**src/rtl/demux_sched.sv**
```systemverilog
// demux_sched: scheduler in front of a 1-to-4 demultiplexer.
// A single holding register takes words from a valid/ready input stream.
// Each held word goes to one channel, chosen round-robin or by in_dest.
// A held word that waits on a stalled channel for too long is dropped.
//
// Optional feature macro: DEMUX_SCHED_SKIP_EN
//   defined   : in round-robin mode, channels whose out_ready is low are skipped
//   undefined : strict round-robin, sel = rr_ptr whatever out_ready says
//
// state | meaning
// ------+--------------------------------------------------------------
// IDLE  | holding register empty, in_ready=1
// HOLD  | word latched, out_valid[sel]=1, wait_cnt counts stalled cycles
module demux_sched #(
    parameter int DW      = 8,
    parameter int TIMEOUT = 15
) (
    input  logic          clk,
    input  logic          rst_n,
    input  logic          mode,
    input  logic          in_valid,
    output logic          in_ready,
    input  logic [DW-1:0] in_data,
    input  logic [1:0]    in_dest,
    output logic [1:0]    sel,
    output logic [DW-1:0] out_data,
    output logic [3:0]    out_valid,
    input  logic [3:0]    out_ready,
    output logic          drop
);

    // The timeout counter is 8 bits wide, so TIMEOUT is limited to 255.
    // TIMEOUT == 0 turns dropping off, and the counter then saturates.
    localparam logic [7:0] TO_CNT = 8'(TIMEOUT);
    localparam bit         TO_EN  = (TIMEOUT != 0);

    typedef enum logic {
        IDLE = 1'b0,
        HOLD = 1'b1
    } state_t;

    state_t          state_q,    state_d;
    logic [1:0]      sel_q,      sel_d;
    logic [DW-1:0]   data_q,     data_d;
    logic [1:0]      rr_ptr_q,   rr_ptr_d;
    logic [7:0]      wait_cnt_q, wait_cnt_d;
    logic            mode_q,     mode_d;
    logic            drop_q,     drop_d;

    logic            xfer;
    logic            timeout_hit;
    logic            accept;
    logic [1:0]      rr_base;
    logic [1:0]      rr_choice;
    logic [1:0]      new_sel;

    // Handshake and timeout qualification for the word currently held.
    always_comb begin
        xfer        = (state_q == HOLD) && out_ready[sel_q];
        timeout_hit = (state_q == HOLD) && !xfer && TO_EN && (wait_cnt_q == TO_CNT);
        in_ready    = (state_q == IDLE) || xfer;
        accept      = in_valid && in_ready;
    end

    // The round-robin pointer moves past the channel of a word that leaves,
    // through either a transfer or a drop. It moves only if that word was accepted
    // in round-robin mode. A word accepted in the same cycle sees the moved pointer.
    always_comb begin
        rr_base = rr_ptr_q;
        if ((xfer || timeout_hit) && !mode_q) begin
            rr_base = sel_q + 2'd1;
        end
    end

`ifdef DEMUX_SCHED_SKIP_EN
    // Pick the first ready channel at or after the pointer. If none is ready, use the pointer.
    always_comb begin
        logic       found;
        logic [1:0] cand;
        rr_choice = rr_base;
        found     = 1'b0;
        cand      = rr_base;
        for (int k = 0; k < 4; k++) begin
            cand = rr_base + 2'(k);
            if (!found && out_ready[cand]) begin
                rr_choice = cand;
                found     = 1'b1;
            end
        end
    end
`else
    // Strict rotation: the pointer alone selects the channel.
    always_comb begin
        rr_choice = rr_base;
    end
`endif

    // Channel for a word accepted this cycle; mode is sampled only here.
    always_comb begin
        new_sel = mode ? in_dest : rr_choice;
    end

    // Next-state logic for the holding register, the pointer and the timeout counter.
    always_comb begin
        state_d    = state_q;
        sel_d      = sel_q;
        data_d     = data_q;
        mode_d     = mode_q;
        wait_cnt_d = wait_cnt_q;
        rr_ptr_d   = rr_base;
        drop_d     = 1'b0;

        case (state_q)
            IDLE: begin
                if (accept) begin
                    state_d    = HOLD;
                    sel_d      = new_sel;
                    data_d     = in_data;
                    mode_d     = mode;
                    wait_cnt_d = 8'd0;
                end
            end
            HOLD: begin
                if (accept) begin
                    // Back-to-back: the held word leaves and the new one replaces it.
                    sel_d      = new_sel;
                    data_d     = in_data;
                    mode_d     = mode;
                    wait_cnt_d = 8'd0;
                end else if (xfer) begin
                    state_d    = IDLE;
                    wait_cnt_d = 8'd0;
                end else if (timeout_hit) begin
                    state_d    = IDLE;
                    wait_cnt_d = 8'd0;
                    drop_d     = 1'b1;
                end else if (wait_cnt_q != 8'hFF) begin
                    wait_cnt_d = wait_cnt_q + 8'd1;
                end
            end
            default: begin
                state_d = IDLE;
            end
        endcase
    end

    // State and datapath registers.
    always_ff @(posedge clk or negedge rst_n) begin
        if (!rst_n) begin
            state_q    <= IDLE;
            sel_q      <= 2'd0;
            data_q     <= '0;
            rr_ptr_q   <= 2'd0;
            wait_cnt_q <= 8'd0;
            mode_q     <= 1'b0;
            drop_q     <= 1'b0;
        end else begin
            state_q    <= state_d;
            sel_q      <= sel_d;
            data_q     <= data_d;
            rr_ptr_q   <= rr_ptr_d;
            wait_cnt_q <= wait_cnt_d;
            mode_q     <= mode_d;
            drop_q     <= drop_d;
        end
    end

    // Outputs are decoded from registers only, so out_valid is always one-hot or zero.
    always_comb begin
        sel       = sel_q;
        out_data  = data_q;
        drop      = drop_q;
        out_valid = (state_q == HOLD) ? (4'b0001 << sel_q) : 4'b0000;
    end

endmodule

```
**config.mk**
```make
export PLATFORM = sky130hd
export DESIGN_NAME = demux_sched
export DESIGN_NICKNAME = d
export VERILOG_FILES = /design/src/rtl/demux_sched.sv
export SDC_FILE = /design/constraint.sdc
export NUM_CORES = 1
export LEC_CHECK = 0
export ABC_AREA = 1
export BUFFER_PORTS_ARGS = -buffer_cell sky130_fd_sc_hd__buf_2
export CAP_MARGIN = 20
export CELL_PAD_IN_SITES_DETAIL_PLACEMENT = 1
export CELL_PAD_IN_SITES_GLOBAL_PLACEMENT = 1
export CORE_MARGIN = 4
export CORE_UTILIZATION = 34
export CTS_CLUSTER_SIZE = 28
export DETAILED_ROUTE_END_ITERATION = 10
export GPL_ROUTABILITY_DRIVEN = 0
export PLACE_DENSITY_LB_ADDON = 0.1
export SLEW_MARGIN = 20
export SYNTH_ARGS = -nofsm -noshare
export SYNTH_HDL_FRONTEND = slang
export SYNTH_SLANG_ARGS = --single-unit
```
**constraint.sdc**
```tcl
create_clock -name clk -period 1.5 [get_ports clk]
set_input_delay 0.075 -clock clk [delete_from_list [all_inputs] [get_ports clk]]
set_output_delay 0.075 -clock clk [all_outputs]
set_load 0.03 [all_outputs]
```
# Word level (Yosys, flattened, before mapping)
# Index checks and enable logic that the tools add are counted.
# word_totals
word_cells,49
inputBits,18
out_inout_bits,16
register_bits,23
# op_classes
n_eq_ne,4
muxes,23
bitwise_logic,1
n_reduce_logical,10
n_addsub,2
n_shift,1
n_lt_le_gt_ge,1
# ops
op,n
8-bit two-way mux,6
8-bit case mux with 2 select lines,1
1-bit two-way mux,10
8-bit by 1-bit adder with 8-bit output (second input constant),1
8-bit by 4-bit == test with 1-bit output (second input constant),1
8-bit inequality test (second input constant),1
2-bit two-way mux,3
1-bit logical AND,5
5-bit by 1-bit inequality test with 1-bit output (second input constant),1
4-bit two-way mux,1
1-bit by 2-bit left shift with 4-bit output (first input constant),1
2-bit by 3-bit less-than comparator with 1-bit output (second input constant),1
2-bit by 1-bit adder with 2-bit output (second input constant),1
1-bit binary-select mux with 2-bit select,1
1-bit logical NOT,2
1-bit logical OR,2
2-bit inequality test (second input constant),1
1-bit case mux with 2 select lines,1
2-bit AND reduction,1
1-bit inverter,1

# Depth between registers and ports, before layout
# Gate-level depths: netlist of run 1.
# logic_depth
depth_word,11
mapped_depth,11
depth_no_buf,11

# Worst setup path after synthesis of run 1
# No wires, ideal clock.
# synth_path
kind,register to register
start,"reg sel_q[0], in the netlist sel[0]"
end,reg wait_cnt_q[5]
setup_ps,121
synth_period_minus_slack_ps,1504
required_time_ps,1379
setup_slack_ps,-4
stages_incl_launch_ff,10
n_path_buf,0
t_arrival_ps,1383
cell_sequence,dfrtp_1 inv_2 nand2_1 nand3_1 nand2_2 nand3_2 nand2_2 nand2_4 nand3_1 o21ai_1
# synth_between
elab_chain_cells,10
word_cells_on_any_way,15
classes_between,2 x eq/ne; 6 x mux; 7 x reduce/logical
# synth_rtl
element,line,rtl
from (decl),43,"logic [1:0] sel_q, sel_d;"
from (signal assigned),159,sel_q <= sel_d;
1-bit binary-select mux with 2-bit select *,59,xfer = (state_q == HOLD) && out_ready[sel_q];
1-bit two-way mux (not written as such) *,59,
1-bit logical AND *,59,
1-bit logical NOT,60,timeout_hit = (state_q == HOLD) && !xfer && TO_EN && (wait_cnt_q == TO_CNT);
1-bit logical AND (2 in a row),60,
8-bit two-way mux,133,end else if (timeout_hit) begin
8-bit two-way mux,130,end else if (xfer) begin
8-bit two-way mux,124,if (accept) begin
8-bit case mux with 2 select lines,113,case (state_q)
to (signal assigned),162,wait_cnt_q <= wait_cnt_d;
to (decl),46,"logic [7:0] wait_cnt_q, wait_cnt_d;"
# Mark *: on every way between the ends. The rest lies on a longest branch, timed or not. The select of a mux whose other input is x is not followed.
# A chain may end at the register's enable or synchronous reset.

# Worst setup path in the final report of run 1
# layout_path
start,reg wait_cnt_q[0]
end,reg wait_cnt_q[7]
# layout_between
elab_chain_cells,6
word_cells_on_any_way,11
classes_between,1 x add/sub; 3 x eq/ne; 5 x mux; 2 x reduce/logical
# layout_rtl
element,line
8-bit by 1-bit adder with 8-bit output or 8-bit by 4-bit == test with 1-bit output (tied branches),"138, 60"
8-bit two-way mux or 1-bit logical AND (tied branches),"137, 60"
8-bit two-way mux,133
8-bit two-way mux,130
8-bit two-way mux,124
8-bit case mux with 2 select lines,113
# Parallel ways exist; a longest one is shown, timed or not. The select of a mux whose other input is x is not followed.

==> impl_metrics.yaml, run 1 <==
status:
  outcome: "complete, but fails checks"
  violations_in_the_final_reports: "hold timing, setup timing"
sta:
  timing.setup.tns_ps: -22.5
  fin_crit_sh_pct: 102
  timing.final.crit_period_ps: 1520
  highest_clock_rate_mhz: 657
  slew_viol_final: 0
  rsz0062_at_grt: "true"
  tightest_slew_ps: 541
  timing.max_slew.rel_slack_pct: 63.9
  timing.final.ws_setup_ps: -22.5
  setup_viol_count_final: 1
  hold_viol: 1
  fin_skew_ps: 6.50
  final.hold.worst_slack_ps: -1.80
finish:
  most-common-layout-cells: "sky130_fd_sc_hd__nand2_1 (54), sky130_fd_sc_hd__buf_2 (30), sky130_fd_sc_hd__dfrtp_1 (21), sky130_fd_sc_hd__buf_4 (17), sky130_fd_sc_hd__nand3_1 (14)"
  areaGrowthSynthToFinish_pct: 48.0
  seqCellArea_um2: 578
  layout.filler_cells: 474
  diodes: 0
  final_util_pct: 53.2
  multi_input_comb_area_um2: 782
  final_cell_count_without_fillers: 277
  layout-drive-gt1-share_pct: 41.9
  finish.net_count: 253
  layout_commonest_cell: "sky130_fd_sc_hd__nand2_1"
  stdcell_area_mm2: 0.00198
grt:
  first_global_vias: 1389
  gr-total-overflow: 0
  grt_pass1_wl_mm: 6.16
  grt.total_usage_pct: 15.4
  grt_max_degree: 24
  antenna_found_initial: 0
synthesis:
  syn-num-nets: 193
  yosysUniqueCellTypes: 28
  ys_ff_latch: 23
  fraction_of_the_yosys_area_taken_by_sequential_cells_pct: 43.1
  synthesis.instances: 170
  yosys_warnings: 0
  synth.cell_area_mm2: 0.00134
  syn_avg_cell_area_um2: 7.85
placed_design:
  hpwl_mm: 2.75
  io_buffers: 33
  dpl-instance-area_mm2: 0.00160
  dpl.cell_count: 256
critical_path:
  cp_max_fo: 4
  worst_setup_path_start_kind: "flop"
  data_required_time_at_the_worst_endpoint_ps: 1680
  path_class: "flop to flop"
  cp.arrival_ps: 1700
  setup.worst_path.end_class: "flop"
route:
  route.vias.total: 1332
  remaining_drc_errors: 0
  drtPass1Iterations: 4
  viasPerCell: 4.81
  avgRoutedWirePerCell_um: 14.4
  drt_first_iter_violations: 28
  routed_wl_mm: 3.98
  drtAntennaViolNets: 0
clock_network:
  clockBufferDepth: 2
  ctsRootBufferMaster: "sky130_fd_sc_hd__clkbuf_8"
  tritoncts: "done"
  cts.sinks: 23
  path_clk_slew_ps: 90
  h-tree-depth: 1
  cts_made_buffers: 3
  worst_skew_pair.late_latency_ps: 280
floorplanning:
  starting_utilization_of_the_core_area_pct: 35.9
  die_h_um: 70.7
  floorplan.core_area_mm2: 0.00372
  floorplan.die.width_um: 70.7
  dieArea_mm2: 0.00499
  ioPinCount: 34
  num_rows: 22
power:
  vdd.ir_drop.worst_mv: 0.770
  standby_leakage_power_uw: 0.00106
  power_density_mw_per_mm2: 1790
run:
  cap_violations: 0
worst_hold_path:
  min_path_type: "input pin to flop"
## path summary, 6_finish.rpt
path / start / to / slack (ps) / cells after the start
max: wait_cnt_q[0] / wait_cnt_q[7] / -20 / 7
min: in_data[4] / out_data[4] / -2 / 3
max reg2reg: wait_cnt_q[0] / wait_cnt_q[7] / -20 / 7
min reg2reg: out_data[3] / out_data[3] / 480 / 2
max in group asynchronous: rst_n / sel[0] / 820 / 2
min in group asynchronous: rst_n / sel[1] / 300 / 2
## metrics by stage
stage	setup slack [ps]	total power (µW)
floorplan	20.7	2130
global placement	45.5	2650
detailed placement	-5.53	2710
CTS	4.69	3190
global route	-127	3800
finish	-22.5	3540
## cell usage after synthesis, drive strengths merged
library cell  count  area [µm²]
nand3b            1        7.51
xnor2             1        8.76
nor3              1        5.00
ha                5        62.6
bufinv            1        17.5
a21oi             3        26.3
nand4             2        12.5
xor2              1        8.76
nand2            66         268
nand3            22         130
buf               3        30.0
inv              18        67.6
clkinv            2        12.5
dfrtp            23         576
or2               1        6.26
nor2             14        62.6
o21ai             6        33.8
## worst max-delay path: stages (launching register included)
cell and delay, ps:
sky130_fd_sc_hd__dfrtp_1 390, sky130_fd_sc_hd__buf_4 120, sky130_fd_sc_hd__buf_4 120, sky130_fd_sc_hd__nand3_1 160
sky130_fd_sc_hd__nor3_1 300, sky130_fd_sc_hd__nand4_1 160, sky130_fd_sc_hd__nand2_1 130, sky130_fd_sc_hd__a21oi_2 50
## state kept, by name, summed over array words and instances (netlist names)
| signal | flops |
|---|---|
| drop | 1 |
| mode_q | 1 |
| out_data | 8 |
| rr_ptr_q | 2 |
| sel | 2 |
| state_q | 1 |
| wait_cnt_q | 8 |
## cell type report
type,instances,area share [%]
repair buffers,57,19.8
clock buffers,3,2.09
inverters,21,5.57
clock inverters,1,0.380
multi-input cells,123,39.6
flip-flops and latches,23,29.3
well taps,48,3.04
repair inverters,1,0.253
## what timing repair did
action / in CTS / in global routing
resized for setup: 2 / 47
gates cloned: 0 / 1
hold buffers: 6 / 0
endpoints found under the hold margin: 28 / 0
setup buffers: 2 / 9
setup endpoints to repair: 8 / 21
pin swaps: 2 / 15
## layer usage
metal / vias to the layer above / global-route usage (%) / wire (µm)
met5: - / 0 / 0
met4: 0 / 6.68 / 90
met3: 7 / 2.98 / 155
met2: 27 / 27.5 / 2150
met1: 650 / 17.7 / 1590
li1: 648 / - / -
## report_power, final
group	internal (µW)	switching (µW)	total, µW
sequential	834	172	1010
combinational	779	1340	2120
clock	189	225	414
## logic make-up (layout without fill, tap and decap cells)
| family | count (synthesis) | count (layout) | synth area share [%] |
|---|---|---|---|
| simple gates | 107 | 107 | 36.8 |
| buf+inv | 24 | 83 | 9.56 |
| xor+xnor | 2 | 2 | 1.31 |
| fa+ha+maj | 5 | 5 | 4.69 |
| flops | 23 | 23 | 43.1 |
| compound gates | 9 | 9 | 4.50 |
Power figures use the tool's default switching activity.
==> inputs of run 2 (changes only) <==
- CELL_PAD_IN_SITES_DETAIL_PLACEMENT: 1 -> not set
- CELL_PAD_IN_SITES_GLOBAL_PLACEMENT: 1 -> not set
- CORE_UTILIZATION: 34 -> 45
- PLACE_DENSITY: not set -> 0.72
- PLACE_DENSITY_LB_ADDON: 0.1 -> not set
==> run 2 against run 1 <==
- the run ends with setup timing left
- routed wire length fell by 16%
- die area fell by 22%
- first-iteration DRC count rose by 14%
==> impl_metrics.yaml, run 2 (same netlist as run 1, synthesis figures left out) <==
sta:
  fin_crit_sh_pct: 101
  final.hold.worst_slack_ps: 118
  fin_skew_ps: 3.89
  tightest_slew_ps: 518
  highest_clock_rate_mhz: 660
  timing.final.ws_setup_ps: -14.3
  timing.setup.tns_ps: -14.9
  hold_viol: 0
  timing.max_slew.rel_slack_pct: 65.5
  slew_viol_final: 0
  rsz0062_at_grt: "true"
  setup_viol_count_final: 2
  timing.final.crit_period_ps: 1510
grt:
  gr-total-overflow: 0
  antenna_found_initial: 0
  grt.total_usage_pct: 15.9
  grt_pass1_wl_mm: 5.08
  first_global_vias: 1200
  grt_max_degree: 24
power:
  vdd.ir_drop.worst_mv: 1.08
  fin_total_pwr_uw: 3360
  comb_power_share_pct: 61.4
  power_frac_seq_pct: 30.1
  netSwitchingPower_uw: 1630
  pwr-share-clk_pct: 8.5
  power_density_mw_per_mm2: 1750
  standby_leakage_power_uw: 0.00108
  intPower_uw: 1730
  switching_power_as_a_share_of_total_power_pct: 48.4
route:
  avgRoutedWirePerCell_um: 12.7
  drt_first_iter_violations: 32
  drtAntennaViolNets: 0
  m1WireLength_mm: 1.36
  top_signal_layer_used: "met4"
  wl_met3_um: 158
  wl_met2_mm: 1.76
  drtPass1Iterations: 4
  remaining_drc_errors: 0
  routed_wl_mm: 3.35
  route.vias.total: 1322
  viasPerCell: 5.03
critical_path:
  path_class: "flop to flop"
  r2r_end: "wait_cnt_q[3]"
  timing.reg2reg.setup_slack_ps: -10
  cp_max_fo: 5
  cp.arrival_ps: 1730
  data_required_time_at_the_worst_endpoint_ps: 1720
  worst_setup_path_start_kind: "flop"
  reg2reg_depth: 10
  worst_r2r_startpoint: "sel[0]"
  setup.worst_path.end_class: "flop"
worst_hold_path:
  hold_end: "sel[1]"
  holdCritStartpoint: "in_dest[1]"
  min_path_type: "input pin to flop"
  whs_path_depth: 5
finish:
  layout_commonest_cell: "sky130_fd_sc_hd__nand2_1"
  stdcell_area_mm2: 0.00192
  diodes: 0
  most-common-layout-cells: "sky130_fd_sc_hd__nand2_1 (44), sky130_fd_sc_hd__buf_2 (28), sky130_fd_sc_hd__dfrtp_1 (21), sky130_fd_sc_hd__nand2_2 (17), sky130_fd_sc_hd__buf_4 (17)"
  areaGrowthSynthToFinish_pct: 44.0
  finish.net_count: 256
  layout-drive-gt1-share_pct: 44.4
placed_design:
  place_ws_ps: -12.0
  hpwl_mm: 2.20
  io_buffers: 33
  dpl-instance-area_mm2: 0.00156
clock_network:
  ctsRootBufferMaster: "sky130_fd_sc_hd__clkbuf_4"
  path_clk_slew_ps: 120
  h-tree-depth: 1
  clockBufferDepth: 2
  cts.sinks: 23
  worst_skew_pair.late_latency_ps: 310
  tritoncts: "done"
  cts_made_buffers: 3
floorplanning:
  ioPinCount: 34
  dieArea_mm2: 0.00390
  starting_utilization_of_the_core_area_pct: 47.6
  floorplan.core_area_mm2: 0.00281
  num_rows: 19
  floorplan.die.width_um: 62.5
  die_h_um: 62.5
run:
  cap_violations: 0
status:
  violations_in_the_final_reports: "setup timing"
  outcome: "complete, but fails checks"
## run 2: what timing repair did
action                                  4_1_cts  5_1_grt
hold endpoints to repair                     31        0
endpoints found under the setup margin        7       19
setup buffers                                 2       10
pin swaps                                     2       14
gates resized for setup                       2       52
hold buffers                                  9        0
## run 2: stage by stage
step / utilization, % / std cells
global placement: 55.7 / 238
detailed placement: 55.7 / 238
global route: 68.6 / 263
finish: 68.6 / 263
floorplan: - / 170
CTS: 60.6 / 253
## run 2: worst max-delay path by stage
stage,slack (ps),start,endpoint,cells after the start
after global routing,-100,sel[0],wait_cnt_q[3],10
after floorplan,20,sel[1],wait_cnt_q[6],8
after detailed placement,-10,wait_cnt_q[0],wait_cnt_q[0],10
final,-10,sel[0],wait_cnt_q[3],10
after CTS,2,wait_cnt_q[0],wait_cnt_q[0],10
after global placement,20,wait_cnt_q[0],wait_cnt_q[0],10
## run 2: area by class of cell
type,instances,area (µm²)
Fill cell,216,882
Multi-Input combinational cell,123,736
Sequential cell,23,578
Timing Repair Buffer,61,437
Inverter,21,108
Tap cell,31,38.8
Clock buffer,4,26.3
## run 2: power groups by stage
| stage | clock [µW] | sequential (µW) | combinational [µW] |
|---|---|---|---|
| after floorplan | 0 | 1260 | 873 |
| after detailed placement | 0 | 998 | 1610 |
| after global placement | 0 | 983 | 1580 |
| after CTS | 297 | 983 | 1690 |
| after global routing | 326 | 1040 | 2250 |
| final | 285 | 1010 | 2060 |
## run 2: per-layer routing
layer | GRT usage (%) | vias up
met5 | 0 | -
met4 | 6.34 | 0
met2 | 27.4 | 42
li1 | - | 659
met3 | 3.60 | 10
met1 | 18.9 | 611
## run 2: critical path: stages, from the launching register on
cell	delay [ps]
sky130_fd_sc_hd__dfrtp_2	480
sky130_fd_sc_hd__inv_4	100
sky130_fd_sc_hd__nand2_2	60
sky130_fd_sc_hd__nand3_2	80
sky130_fd_sc_hd__nand2_4	80
sky130_fd_sc_hd__a21oi_4	210
sky130_fd_sc_hd__buf_6	130
sky130_fd_sc_hd__buf_6	100
sky130_fd_sc_hd__nor2_1	40
sky130_fd_sc_hd__nand3_1	90
sky130_fd_sc_hd__nand2_2	50
